[src/rtl/tcp_stream_encoder.sv]
// rtl/tcp_stream_encoder.sv - TCP segment word-stream encoder with checksum; TCP_ENC_TIMESTAMP_EN enables the timestamp option
module tcp_stream_encoder #(
  parameter int LEN_W      = 16,
  parameter int PSEUDO_HDR = 1
) (
  input  logic             clk,
  input  logic             reset,
  input  logic             start,
  input  logic [15:0]      src_port,
  input  logic [15:0]      dest_port,
  input  logic [31:0]      seq_num,
  input  logic [31:0]      ack_num,
  input  logic             f_urg,
  input  logic             f_ack,
  input  logic             f_psh,
  input  logic             f_rst,
  input  logic             f_syn,
  input  logic             f_fin,
  input  logic [15:0]      window,
  input  logic [15:0]      urg_ptr,
  input  logic [31:0]      src_ip,
  input  logic [31:0]      dst_ip,
  input  logic [2:0]       option_av,
  input  logic [15:0]      mss,
  input  logic [7:0]       scale_wnd,
  input  logic [63:0]      time_stp,
  input  logic [LEN_W-1:0] len,
  input  logic [31:0]      data,
  input  logic             data_av,
  output logic             data_rd,
  input  logic             out_rdy,
  output logic [31:0]      pkg_data,
  output logic             wr_en,
  output logic [15:0]      checksum_out,
  output logic             fin
);

  typedef enum logic [2:0] {S_IDLE, S_HDR, S_OPT, S_DATA, S_FOLD1, S_FOLD2, S_DONE} state_t;

  localparam logic [LEN_W-1:0] REM_ONE = {{(LEN_W-1){1'b0}}, 1'b1};

  state_t           state_q, state_d;
  logic [2:0]       idx_q, idx_d;
  logic [LEN_W-1:0] rem_q, rem_d;
  logic [31:0]      acc_q, acc_d;
  logic [31:0]      pkg_q, pkg_d;
  logic             wr_en_q, wr_en_d;
  logic             fin_q, fin_d;
  logic [15:0]      csum_q, csum_d;

  logic [15:0]      src_port_q, dest_port_q, window_q, urg_ptr_q, mss_q;
  logic [31:0]      seq_q, ack_q, src_ip_q, dst_ip_q;
  logic [5:0]       flags_q;
  logic [7:0]       scale_q;
  logic [LEN_W-1:0] len_q;
  logic             opt_mss_q, opt_ws_q, opt_ts;

  logic [2:0]       opt_n;
  logic [3:0]       doff;
  logic [LEN_W:0]   len_p3, tcp_len;
  logic [LEN_W-1:0] data_words;
  logic [31:0]      pseudo_sum, fold_acc;
  logic [31:0]      hdr_word, opt_word, data_word, word;
  logic             word_vld;
  logic             ld;

  // Capture the segment description when a segment is started from IDLE
  always_ff @(posedge clk or posedge reset) begin
    if (reset) begin
      src_port_q  <= '0;
      dest_port_q <= '0;
      seq_q       <= '0;
      ack_q       <= '0;
      flags_q     <= '0;
      window_q    <= '0;
      urg_ptr_q   <= '0;
      src_ip_q    <= '0;
      dst_ip_q    <= '0;
      opt_mss_q   <= 1'b0;
      opt_ws_q    <= 1'b0;
      mss_q       <= '0;
      scale_q     <= '0;
      len_q       <= '0;
    end else if (state_q == S_IDLE && start) begin
      src_port_q  <= src_port;
      dest_port_q <= dest_port;
      seq_q       <= seq_num;
      ack_q       <= ack_num;
      flags_q     <= {f_urg, f_ack, f_psh, f_rst, f_syn, f_fin};
      window_q    <= window;
      urg_ptr_q   <= urg_ptr;
      src_ip_q    <= src_ip;
      dst_ip_q    <= dst_ip;
      opt_mss_q   <= option_av[0];
      opt_ws_q    <= option_av[1];
      mss_q       <= mss;
      scale_q     <= scale_wnd;
      len_q       <= len;
    end
  end

`ifdef TCP_ENC_TIMESTAMP_EN
  logic        opt_ts_q;
  logic [63:0] ts_q;
  logic [2:0]  ts_idx;

  // Capture the timestamp option alongside the rest of the segment
  always_ff @(posedge clk or posedge reset) begin
    if (reset) begin
      opt_ts_q <= 1'b0;
      ts_q     <= '0;
    end else if (state_q == S_IDLE && start) begin
      opt_ts_q <= option_av[2];
      ts_q     <= time_stp;
    end
  end

  assign opt_ts = opt_ts_q;
  assign ts_idx = idx_q - ({2'b0, opt_mss_q} + {2'b0, opt_ws_q});
`else
  logic unused_ts;
  assign opt_ts    = 1'b0;
  assign unused_ts = ^{time_stp, option_av[2]};
`endif

  assign opt_n      = {2'b0, opt_mss_q} + {2'b0, opt_ws_q} + (opt_ts ? 3'd3 : 3'd0);
  assign doff       = 4'd5 + {1'b0, opt_n};
  assign len_p3     = {1'b0, len_q} + {{(LEN_W-1){1'b0}}, 2'b11};
  assign data_words = {1'b0, len_p3[LEN_W:2]};
  assign tcp_len    = {{(LEN_W-5){1'b0}}, doff, 2'b00} + {1'b0, len_q};
  assign pseudo_sum = {16'h0, src_ip_q[31:16]} + {16'h0, src_ip_q[15:0]}
                    + {16'h0, dst_ip_q[31:16]} + {16'h0, dst_ip_q[15:0]}
                    + 32'd6 + {{(31-LEN_W){1'b0}}, tcp_len};
  assign fold_acc   = {16'h0, acc_q[15:0]} + {16'h0, acc_q[31:16]};
  // The output register may take a new word when it is empty or being drained
  assign ld         = !wr_en_q || out_rdy;

  // Fixed header word selected by the word index
  always_comb begin
    hdr_word = 32'h0;
    case (idx_q)
      3'd0:    hdr_word = {src_port_q, dest_port_q};
      3'd1:    hdr_word = seq_q;
      3'd2:    hdr_word = ack_q;
      3'd3:    hdr_word = {doff, 6'b0, flags_q, window_q};
      3'd4:    hdr_word = {16'h0000, urg_ptr_q};
      default: hdr_word = 32'h0;
    endcase
  end

  // Option words are packed back to back in MSS, window-scale, timestamp order
  always_comb begin
    opt_word = 32'h0;
    if (opt_mss_q && idx_q == 3'd0) begin
      opt_word = {16'h0204, mss_q};
    end else if (opt_ws_q && idx_q == {2'b0, opt_mss_q}) begin
      opt_word = {24'h010303, scale_q};
    end
`ifdef TCP_ENC_TIMESTAMP_EN
    else if (opt_ts) begin
      case (ts_idx)
        3'd0:    opt_word = 32'h0101080A;
        3'd1:    opt_word = ts_q[63:32];
        3'd2:    opt_word = ts_q[31:0];
        default: opt_word = 32'h0;
      endcase
    end
`endif
  end

  // Zero the bytes of the final payload word that lie beyond len
  always_comb begin
    data_word = data;
    if (rem_q == REM_ONE) begin
      case (len_q[1:0])
        2'd1:    data_word = {data[31:24], 24'h0};
        2'd2:    data_word = {data[31:16], 16'h0};
        2'd3:    data_word = {data[31:8], 8'h0};
        default: data_word = data;
      endcase
    end
  end

  // Segment sequencing, word emission and checksum accumulation
  always_comb begin
    state_d  = state_q;
    idx_d    = idx_q;
    rem_d    = rem_q;
    acc_d    = acc_q;
    pkg_d    = pkg_q;
    wr_en_d  = wr_en_q;
    fin_d    = 1'b0;
    csum_d   = csum_q;
    word     = 32'h0;
    word_vld = 1'b0;
    data_rd  = 1'b0;
    if (ld) wr_en_d = 1'b0;
    case (state_q)
      S_IDLE: begin
        if (start) begin
          state_d = S_HDR;
          idx_d   = 3'd0;
          acc_d   = 32'h0;
        end
      end
      S_HDR: begin
        if (ld) begin
          word     = hdr_word;
          word_vld = 1'b1;
          idx_d    = idx_q + 3'd1;
          if (idx_q == 3'd0 && PSEUDO_HDR != 0) acc_d = acc_q + pseudo_sum;
          if (idx_q == 3'd4) begin
            idx_d = 3'd0;
            rem_d = data_words;
            if (opt_n != 3'd0)                     state_d = S_OPT;
            else if (data_words != '0)             state_d = S_DATA;
            else                                   state_d = S_FOLD1;
          end
        end
      end
      S_OPT: begin
        if (ld) begin
          word     = opt_word;
          word_vld = 1'b1;
          idx_d    = idx_q + 3'd1;
          if (idx_q == opt_n - 3'd1) begin
            state_d = (data_words != '0) ? S_DATA : S_FOLD1;
          end
        end
      end
      S_DATA: begin
        data_rd = ld;
        if (ld && data_av) begin
          word     = data_word;
          word_vld = 1'b1;
          rem_d    = rem_q - REM_ONE;
          if (rem_q == REM_ONE) state_d = S_FOLD1;
        end
      end
      S_FOLD1: begin
        acc_d   = fold_acc;
        state_d = S_FOLD2;
      end
      S_FOLD2: begin
        acc_d = fold_acc;
        if (ld) begin
          state_d = S_DONE;
          fin_d   = 1'b1;
          csum_d  = ~fold_acc[15:0];
        end
      end
      S_DONE: begin
        state_d = S_IDLE;
      end
      default: state_d = S_IDLE;
    endcase
    if (word_vld) begin
      pkg_d   = word;
      wr_en_d = 1'b1;
      acc_d   = acc_d + {16'h0, word[31:16]} + {16'h0, word[15:0]};
    end
  end

  // State, accumulator and output registers
  always_ff @(posedge clk or posedge reset) begin
    if (reset) begin
      state_q <= S_IDLE;
      idx_q   <= '0;
      rem_q   <= '0;
      acc_q   <= '0;
      pkg_q   <= '0;
      wr_en_q <= 1'b0;
      fin_q   <= 1'b0;
      csum_q  <= '0;
    end else begin
      state_q <= state_d;
      idx_q   <= idx_d;
      rem_q   <= rem_d;
      acc_q   <= acc_d;
      pkg_q   <= pkg_d;
      wr_en_q <= wr_en_d;
      fin_q   <= fin_d;
      csum_q  <= csum_d;
    end
  end

  assign pkg_data     = pkg_q;
  assign wr_en        = wr_en_q;
  assign checksum_out = csum_q;
  assign fin          = fin_q;

endmodule

[config.mk]
export PLATFORM = sky130hd
export DESIGN_NAME = tcp_stream_encoder
export DESIGN_NICKNAME = d
export VERILOG_FILES = /design/src/rtl/tcp_stream_encoder.sv
export SDC_FILE = /design/constraint.sdc
export NUM_CORES = 1
export LEC_CHECK = 0
export BUFFER_PORTS_ARGS = -buffer_cell sky130_fd_sc_hd__buf_2
export CELL_PAD_IN_SITES_DETAIL_PLACEMENT = 1
export CELL_PAD_IN_SITES_GLOBAL_PLACEMENT = 1
export CORE_ASPECT_RATIO = 2
export CORE_MARGIN = 1.5
export CORE_UTILIZATION = 40
export CTS_CLUSTER_SIZE = 14
export DETAILED_ROUTE_END_ITERATION = 10
export GPL_TIMING_DRIVEN = 1
export HOLD_SLACK_MARGIN = 0.06
export PLACE_DENSITY_LB_ADDON = 0.3
export SLEW_MARGIN = 20
export SYNTH_ARGS = -nofsm -noshare
export SYNTH_HDL_FRONTEND = slang
export SYNTH_SLANG_ARGS = --single-unit
[constraint.sdc]
create_clock -name clk -period 11 [get_ports clk]
set_input_delay 2.2 -clock clk [delete_from_list [all_inputs] [get_ports clk]]
set_output_delay 2.2 -clock clk [all_outputs]
set_load 0.1 [all_outputs]
==> impl_metrics.yaml <==
timing:
  fin_tns_setup_ps: 0
  slew_violations: 0
  skew_ps: 36.1
  fmax_mhz: 126
  worst_pin_slew_ps: 1120
  slew_headroom_pct: 25.5
  finalHoldViolations: 0
  whs_ps: 472
  min_period_ps: 7910
  fin_ws_ps: 3090
  fin_crit_sh_pct: 71.9
  rsz0062_at_grt: "false"
  setup_viol: 0
global_route:
  antenna_found_initial: 4
  grt_pass1_wl_um: 108000
  grt_overflow: 0
  grt.total_usage_pct: 27.7
  grt_max_degree: 175
  grt_pass1_vias: 18300
run_status:
  status: "finished clean"
critical_path:
  rr_endpoint: "acc_q[28]$_DFF_PP0_"
  timing.rr.start: "acc_q[4]$_DFF_PP0_"
  worst_r2r_path_depth: 27
  worst_setup_path_start_kind: "flop"
  r2r_setup_slack_ps: 3090
  end_kind: "flop"
  crit_arrival_ps: 8340
  path_class: "reg2reg"
  required_ps: 11430
  crit_fanout: 4
clock_tree:
  cts_tree: "built"
  clk_path_buf_depth: 3
  cts.sinks: 344
  clkTransAtPathRegs_ps: 70
  cts_buffers: 35
  ctsHoldBuffers: 0
  root_buffer: "clkbuf_16"
  clk_latency_ps: 580
  ctsResizeCount: 0
  htreeDepth: 2
  postCtsSetupBuffers: 0
yosys:
  ys_types: 86
  synth_nets: 2361
  yosysTopAreaCellShare_pct: 42.7
  avgSynthCellArea_um2: 10.9
  post-synth-top-area-cell: "dfrtp_1"
  yosysMostFrequentCell: "dfrtp_1"
  synth_edf_count: 0
  synth.area.top_cells: "dfrtp_1 (43%), mux2_2 (12%), fa_1 (8.5%)"
  yosysWarnings: 0
  synth_ff_type: "dfrtp_1"
  synth_seq_cells: 344
  synth-seq-area-share_pct: 42.7
  async_reset_ff_share_pct: 100
  synth_area_um2: 20200
  netlist_top_cells_count: "dfrtp_1 (344), mux2_2 (220), nand2_1 (177)"
  synthCells: 1854
layout:
  fin_nets: 2659
  utilization_pct: 47.4
  drive_gt1_share_pct: 30.1
  syn_to_final_growth_pct: 17.4
  diodes: 0
floorplan:
  die-area_um2: 51800
  coreArea_um2: 49900
  start_util_pct: 40.4
  die_w_um: 162
  ios: 393
  die_h_um: 320
  num_rows: 116
routing:
  firstDrtPassIters: 5
  initialDrtViolationCount: 707
  ant_nets: 0
  vias_per_cell: 5.69
  wirelength_um: 70200
  post_drt_wl_per_cell_um: 24.8
  vias: 16100
  drc_errors: 0
place:
  gp_congestion: 0.901
  place_ws_ps: 3090
  numPortBuffers: 327
  hpwl_um: 54900
job:
  max-cap-violations: 0
hold_path:
  hold_path_class: "reg2reg"
  holdPathEnd: "pkg_data[29]$_DFFE_PP0P_"
  min_path_cells: 1
  min_from: "pkg_data[29]$_DFFE_PP0P_"
-- critical path, cell delays in order (launching register included) --
cell and delay (ps):
dfrtp_1 380, inv_1 150, fa_1 560, inv_1 60
fa_1 530, inv_1 60, fa_1 580, fa_1 560
inv_1 50, ha_1 330, o21a_1 200, a21oi_1 130
o21a_1 230, o21ai_0 280, a21oi_1 130, xnor2_1 220
nor2_1 170, o21ai_0 100, a221oi_1 590, fa_1 520
inv_1 70, ha_1 280, a21oi_1 160, o21ai_0 150
a41oi_1 590, and2b_2 340, and3b_1 200, xor2_1 140
-- cell type report --
| cell class | count | area (um^2) |
|---|---|---|
| fill | 5638 | 26300 |
| multi-input combinational | 1309 | 10800 |
| sequential | 344 | 8610 |
| timing repair buffer | 348 | 1840 |
| clock buffer | 52 | 1020 |
| tap | 649 | 812 |
| inverter | 114 | 432 |
| clock inverter | 10 | 140 |
-- worst max-delay path by stage --
stage / slack, ps / endpoint / start / depth (start not counted)
2_1_floorplan: 4200 / acc_q[0]$_DFF_PP0_ / reset / 1
3_3_place_gp: 3300 / acc_q[31]$_DFF_PP0_ / start / 20
3_5_place_dp: 3090 / acc_q[19]$_DFF_PP0_ / start / 20
4_1_cts: 3140 / acc_q[28]$_DFF_PP0_ / acc_q[4]$_DFF_PP0_ / 27
5_1_grt: 2780 / acc_q[28]$_DFF_PP0_ / acc_q[4]$_DFF_PP0_ / 27
6_report: 3090 / acc_q[28]$_DFF_PP0_ / acc_q[4]$_DFF_PP0_ / 27
-- flip-flops by register name, indices dropped and copies added, names as in the netlist --
register,flops
acc_q,32
ack_q,32
dst_ip_q,32
pkg_data,32
seq_q,32
src_ip_q,32
checksum_out,16
dest_port_q,16
len_q,16
mss_q,16
rem_q,16
src_port_q,16
urg_ptr_q,16
window_q,16
scale_q,8
flags_q,6
idx_q,3
state_q,3
fin,1
opt_mss_q,1
opt_ws_q,1
wr_en,1
-- logic make-up after synthesis --
group,after synthesis,share of synthesized area [%]
AO/OA/AOI/OAI,453,15.4
AND/OR/NAND/NOR,403,9.34
flip-flops,344,42.7
multiplexers,221,12.3
buffers and inverters,201,3.82
adder cells (fa/ha/maj),165,13.4
XOR/XNOR,67,2.91
-- cell usage in the layout (no fill, tap or decap), types with 10 or more instances in the layout --
cell / count
a21oi_1: 81
buf_4: 18
nand3_1: 24
a221o_1: 14
buf_2: 327
nor2_1: 81
o21ai_0: 115
xnor2_1: 45
a221oi_1: 10
mux2_2: 220
a31oi_1: 21
nor3_1: 30
a21o_1: 45
a22oi_1: 57
a222oi_1: 17
clkbuf_16: 35
ha_1: 79
xor2_1: 22
nor4_1: 11
inv_1: 113
nand2_1: 177
dfrtp_1: 344
fa_1: 86
a22o_1: 17
-- through the flow --
stage | cell area, um^2 | instances
floorplan | 20200 | 1854
global placement | 22500 | 2763
detailed placement | 22500 | 2763
CTS | 23600 | 2825
global route | 23700 | 2826
finish | 23700 | 2826
-- metal layers --
| layer | global-route usage (%) | routed length, um |
|---|---|---|
| met1 | 28.5 | 24300 |
| met2 | 52.3 | 38000 |
| met3 | 4.99 | 3670 |
| met4 | 14.5 | 4130 |
| met5 | 0 | 44 |
Power is left out: the tool's default activity adds up to more than one toggle a clock period on the data nets, which glitch-free logic cannot reach.
